===== src/rtl/pc_sequencer.sv =====
// Fetch-stage program-counter sequencer.
// Owns the PC register and next-PC selection: sequential step, branch/jump
// redirect, trap vector; plus stall, halt/resume, misaligned-target trap,
// exception-PC capture and a saturating redirect counter.
// Optional feature macro: PC_COMPRESSED_EN (adds is_compressed, +2 stepping,
// target alignment checked on bit 0 only).
module pc_sequencer #(
  parameter int unsigned     XLEN         = 32,
  parameter logic [XLEN-1:0] RESET_VECTOR = 32'h0000_0000,
  parameter logic [XLEN-1:0] TRAP_VECTOR  = 32'h0000_0100,
  parameter int unsigned     INC          = 4,
  parameter int unsigned     CNT_W        = 16
) (
  input  logic             clock,
  input  logic             reset,
  input  logic             stall,
  input  logic             branch_taken,
  input  logic [XLEN-1:0]  branch_target,
  input  logic             trap_req,
  input  logic             halt_req,
  input  logic             resume,
`ifdef PC_COMPRESSED_EN
  input  logic             is_compressed,
`endif
  output logic [XLEN-1:0]  pc,
  output logic [XLEN-1:0]  pc_plus_inc,
  output logic             pc_valid,
  output logic             misaligned,
  output logic [XLEN-1:0]  epc,
  output logic [CNT_W-1:0] redirect_cnt
);

  typedef enum logic [1:0] {
    BOOT = 2'd0,
    RUN  = 2'd1,
    HALT = 2'd2
  } state_t;

  state_t           state, state_n;
  logic [XLEN-1:0]  pc_n, epc_n, step;
  logic [CNT_W-1:0] cnt_n;
  logic             mis_n, target_bad, redirect;

  // Sequential step size and target alignment rule
`ifdef PC_COMPRESSED_EN
  always_comb begin
    step       = is_compressed ? XLEN'(2) : XLEN'(INC);
    target_bad = branch_target[0];
  end
`else
  always_comb begin
    step       = XLEN'(INC);
    target_bad = |branch_target[1:0];
  end
`endif

  assign pc_plus_inc = pc + step;
  assign pc_valid    = (state == RUN);

  // Next-state / next-PC selection; redirects outrank halt and stall
  always_comb begin
    state_n  = state;
    pc_n     = pc;
    epc_n    = epc;
    cnt_n    = redirect_cnt;
    mis_n    = 1'b0;
    redirect = 1'b0;
    unique case (state)
      BOOT: state_n = RUN;
      RUN: begin
        if (trap_req) begin
          pc_n     = TRAP_VECTOR;
          epc_n    = pc;
          redirect = 1'b1;
        end else if (branch_taken) begin
          redirect = 1'b1;
          if (target_bad) begin
            pc_n  = TRAP_VECTOR;
            epc_n = pc;
            mis_n = 1'b1;
          end else begin
            pc_n = branch_target;
          end
        end else if (halt_req) begin
          state_n = HALT;
        end else if (!stall) begin
          pc_n = pc_plus_inc;
        end
      end
      HALT: if (resume) state_n = RUN;
      default: state_n = BOOT;
    endcase
    if (redirect && (redirect_cnt != '1)) cnt_n = redirect_cnt + CNT_W'(1);
  end

  // State and architectural registers, asynchronous active-low reset
  always_ff @(posedge clock or negedge reset) begin
    if (!reset) begin
      state        <= BOOT;
      pc           <= RESET_VECTOR;
      epc          <= '0;
      redirect_cnt <= '0;
      misaligned   <= 1'b0;
    end else begin
      state        <= state_n;
      pc           <= pc_n;
      epc          <= epc_n;
      redirect_cnt <= cnt_n;
      misaligned   <= mis_n;
    end
  end

endmodule


===== config.mk =====
export PLATFORM = sky130hd
export DESIGN_NAME = pc_sequencer
export DESIGN_NICKNAME = d
export VERILOG_FILES = /design/src/rtl/pc_sequencer.sv
export SDC_FILE = /design/constraint.sdc
export NUM_CORES = 1
export LEC_CHECK = 0
export BUFFER_PORTS_ARGS = -buffer_cell sky130_fd_sc_hd__clkbuf_2
export CORE_MARGIN = 5
export CORE_UTILIZATION = 45
export DETAILED_ROUTE_END_ITERATION = 12
export GPL_ROUTABILITY_DRIVEN = 1
export PLACE_DENSITY = 0.76
export SETUP_SLACK_MARGIN = 0.2
export SLEW_MARGIN = 40
export SYNTH_ARGS = -nofsm -noshare
export SYNTH_HDL_FRONTEND = slang
export SYNTH_SLANG_ARGS = --single-unit

===== constraint.sdc =====
create_clock -name clock -period 2 [get_ports clock]
set_input_delay 0.1 -clock clock [delete_from_list [all_inputs] [get_ports clock]]
set_output_delay 0.1 -clock clock [all_outputs]
set_load 0.1 [all_outputs]

Word level (Yosys, flattened, before mapping)
Cells that the tools add are included.
W data, S select, Z words.
{"block": "totals", "input_bits": 39, "word_cells": 44, "out_inout_bits": 114, "reg_bits": 83}
{"block": "classes", "n_eq_ne": 9, "add_sub_neg": 2, "n_mux": 20, "n_reduce_logical": 8}
{"cell": "$mux W32", "n": 8}
{"cell": "$add A32 B3 Y32 const B", "n": 1}
{"cell": "$add A16 B1 Y16 const B", "n": 1}
{"cell": "$ne A16 B16 Y1 const B", "n": 1}
{"cell": "$mux W2", "n": 4}
{"cell": "$ne A2 B2 Y1 const B", "n": 4}
{"cell": "$mux W1", "n": 7}
{"cell": "$pmux W2 S3", "n": 1}
{"cell": "$reduce_and A3 Y1", "n": 2}
{"cell": "$reduce_and A4 Y1", "n": 1}
{"cell": "$reduce_bool A2 Y1", "n": 2}
{"cell": "$ne A3 B1 Y1 const B", "n": 1}
{"cell": "$ne A3 B3 Y1 const B", "n": 1}
{"cell": "$eq A2 B1 Y1 const B", "n": 1}
{"cell": "$eq A2 B2 Y1 const B", "n": 1}
{"cell": "$logic_not A2 Y1", "n": 1}
{"cell": "$reduce_or A2 Y1", "n": 1}
{"cell": "$logic_and A1 B1 Y1", "n": 1}

Longest topological paths before layout
{"block": "logic_depth", "depth_word": 5, "ltp_mapped": 9, "mapped_depth_nobuf": 6}

Least setup slack after synthesis
OpenSTA, ideal clock, no wires.
{"block": "synth_path", "kind": "register to output", "startpoint": "reg pc[10]", "endpoint": "out pc_plus_inc[27]", "arrival_time_ps": 3963, "n_path_buf": 1, "t_required_ps": 1900, "stages_incl_launch_ff": 7, "slack_ps": -2063, "path_cell_list": "dfrtp_1 buf_4 nand4_2 nor4_4 nand3_2 or3_1 xnor2_1"}
{"block": "synth_via", "elab_chain_cells": 1}
{"item": "start, declared", "line": "25", "text": "output logic [XLEN-1:0] pc,"}
{"item": "start signal, assigned", "line": "106", "text": "pc <= pc_n;"}
{"item": "$add A32 B3 Y32", "line": "57", "text": "assign pc_plus_inc = pc + step;"}
{"item": "end, declared", "line": "26", "text": "output logic [XLEN-1:0] pc_plus_inc,"}
Every way passes these cells.

Worst setup path after layout
{"block": "layout_path", "startpoint": "reg pc[11]", "endpoint": "out pc_plus_inc[29]"}
The elaborated chain is that of the path after synthesis.

==> metrics <==
Die ar. 11900 um2; FFs w/ async S/R, synth 100%; YS warnings 0; Final min period about 2400 ps; DR vias about 4.7k; Power, Total 6810 uW; Post-synth EDFFs 0; setup TNS -7130 ps; HP Class in2reg; WP buf/inv 2; clk_lat worst skew 380 ps; ant diodes 0; CTS tree yes; port bufs 152; Crit. Startpoint pc[11]$_DFFE_PN0P_; Die Span X around 110 um; post-synthesis instance area 4400 um2; total congestion overflow 0; first-pass GRT wire length 24300 um; Die Height ~110 um; Hold WS -17.1 ps; Arrival @ worst endpoint around 2300 ps; Placeable Area 9640 um2; Total Routing Usage GR 26.7%; DP HPWL ~11000 um; crit-path max FO 5; achievable frequency roughly 0.42 GHz; Filler cells 533; CTS Buffer Depth 2; drt initial violations about 330; Levels on crit path 6; R2R cell count 8; CTS buffer count 9; DR DRC count 0; most common cell after layout, fill and taps aside clkbuf_2; Net Count, Synth 472; CP Capture Point pc_plus_inc[29]; first drt pass iteration count 4; Final Max Tran Viols 0; most frequent cells in the layout clkbuf_2, buf_4, dfrtp_1; Final nets between 700 and 800; sequential share of the synthesized area about 47%; reg2reg end pc[29]$_DFFE_PN0P_; Post-Syn Instances 431; setup ws final -383 ps; final worst path period share 119%; CP startpoint kind register; DR WL met2 8390 um; Clock Skews 14.4 ps; critical path cell sequence nand4_4 -> nor4_4 -> buf_4 -> nand4b_1 -> xnor2_4 -> buf_12; Final ANT Viol Nets 0; r2r startpoint pc[11]$_DFFE_PN0P_; Worst Tran Pin Value 567 ps; R2R setup slack -220 ps; pwr/cell area slightly below 900 nW/um2; Initial Utilization 45.7%; max_cap viols 0; Setup Viol. Count Final 30; Routability Congestion 0.871; Setup crit end kind output port; Max Used Layer met4; flops & latches, synth 83; RSZ-0062 raised after global routing true; leakage power 0.00357 uW; Hold Fails Final Rpt 1; Root Buffer Master clkbuf_8; CTS Sinks 83; register area 2200 um2; fraction of layout cells with a size suffix above 1 62.7%; Top FF cell, synth dfrtp_1; clock-pin slew on the worst setup and hold paths 90 ps; worst endpoint required time 1900 ps; crit-path max cell delay between 400 and 500 ps; final std cells w/o fill around 810; Yosys cell types 61; worst vdd rail ir drop 0.00106 V; num rows 36; antenna violations before repair 0; area of the multi-input gates 3010 um2; IO Pins ~150; # placed instances 742; crit path kind reg2out; failing checks negative hold slack, negative setup slack; drt total wl 16300 um; post-synthesis area per instance 10.2 um2; vias per cell 5.74; Slew headroom 62.4%; DR WL met3 1170 um; vias in the first global route 4664; WL per Instance 20.1 um; Worst path top cell family by delay simple AND/OR/NAND/NOR gates; status finished with violations; pin count of the biggest net entering global routing 49; routed length on met1 6350 um; Area Growth Syn to Fin 75.9%; Slowest-stage cell, CP dfrtp_4; H-tree Lvls 3
==> Yosys cell counts (3+ instances only) <==
master,instances,share of area [%]
o31a_1,3,0.60
o311ai_0,3,0.60
a22oi_1,6,1.0
and2_1,4,0.57
and3_1,13,1.8
inv_1,13,1.1
nor3_1,7,0.80
a21oi_1,15,1.7
buf_4,4,0.68
o21ai_0,30,3.4
nand4_1,10,1.4
o22ai_1,4,0.57
mux2_2,24,6.1
nand2_1,36,3.1
o2bb2ai_1,5,0.99
clkbuf_1,15,1.3
a31oi_1,3,0.43
nor4_1,6,0.85
xnor2_1,27,5.4
xor2_1,15,3.0
dfrtp_1,83,47
nand3_2,3,0.68
nand4_2,3,0.85
nor2_1,21,1.8
nand3_1,25,2.8
==> through the flow <==
| stage | setup WS [ps] | util (%) | cell area [um2] |
|---|---|---|---|
| 2_1_floorplan | -788 | - | 5190 |
| 3_3_place_gp | -49.4 | 69.6 | 6710 |
| 3_5_place_dp | -139 | 69.6 | 6710 |
| 4_1_cts | -317 | 77.0 | 7430 |
| 5_1_grt | -482 | 80.4 | 7750 |
| 6_report | -383 | 80.4 | 7750 |
==> flip-flops by register name, summed over array words and instances (netlist names) <==
signal,count
misaligned,1
redirect_cnt,16
pc,32
epc,32
state,2
==> metal layers <==
metal,vias to the layer above,GRT usage [%]
met5,-,0
met4,0,11.8
met3,35,5.21
met2,238,44.3
met1,2332,34.0
li1,2048,-
==> where the power goes <==
group	switching (uW)	internal (uW)	leakage, uW
Combinational	2520	808	0.00242
Sequential	258	1930	0.00104
Clock	702	586	0.0000998
==> worst min-delay path: cells and delay by family <==
kind	cells	cell delay [ps]
buffers and inverters	1	80
AOI/OAI and AO/OA	2	130
==> cell families after synthesis <==
logic type | share of synthesized area [%]
fa+ha+maj | 0.568
simple gates | 19.7
buf+inv | 4.35
xor+xnor | 8.35
flops | 47.2
compound gates | 13.7
mux | 6.14
==> worst min path at each step <==
| stage | end | cells past startpoint | startpoint | slack, ps |
|---|---|---|---|---|
| after floorplan | epc[0]$_DFFE_PN0P_ | 0 | reset | -200 |
| after global placement | epc[6]$_DFFE_PN0P_ | 1 | reset | 100 |
| after detailed placement | epc[6]$_DFFE_PN0P_ | 1 | reset | 100 |
| after CTS | pc[27]$_DFFE_PN0P_ | 3 | branch_target[27] | 0.7 |
| after global routing | pc[27]$_DFFE_PN0P_ | 3 | branch_target[27] | 0.5 |
| final | pc[27]$_DFFE_PN0P_ | 3 | branch_target[27] | -20 |
==> layout make-up <==
cell class | instances | area share (%)
Sequential cell | 83 | 28.4
Timing Repair Buffer | 256 | 27.3
Tap cell | 133 | 2.15
Multi-Input combinational cell | 310 | 38.8
Inverter | 13 | 0.678
Clock buffer | 9 | 1.60
Clock inverter | 7 | 1.00
==> timing repair <==
action,CTS,global route
hold buffers,5,0
setup endpoints to repair,63,51
gates resized for setup,58,42
endpoints found under the hold margin,39,0
pin swaps,31,20
cloned,0,0
setup buffers,29,19
Power figures use the tool's default switching activity.
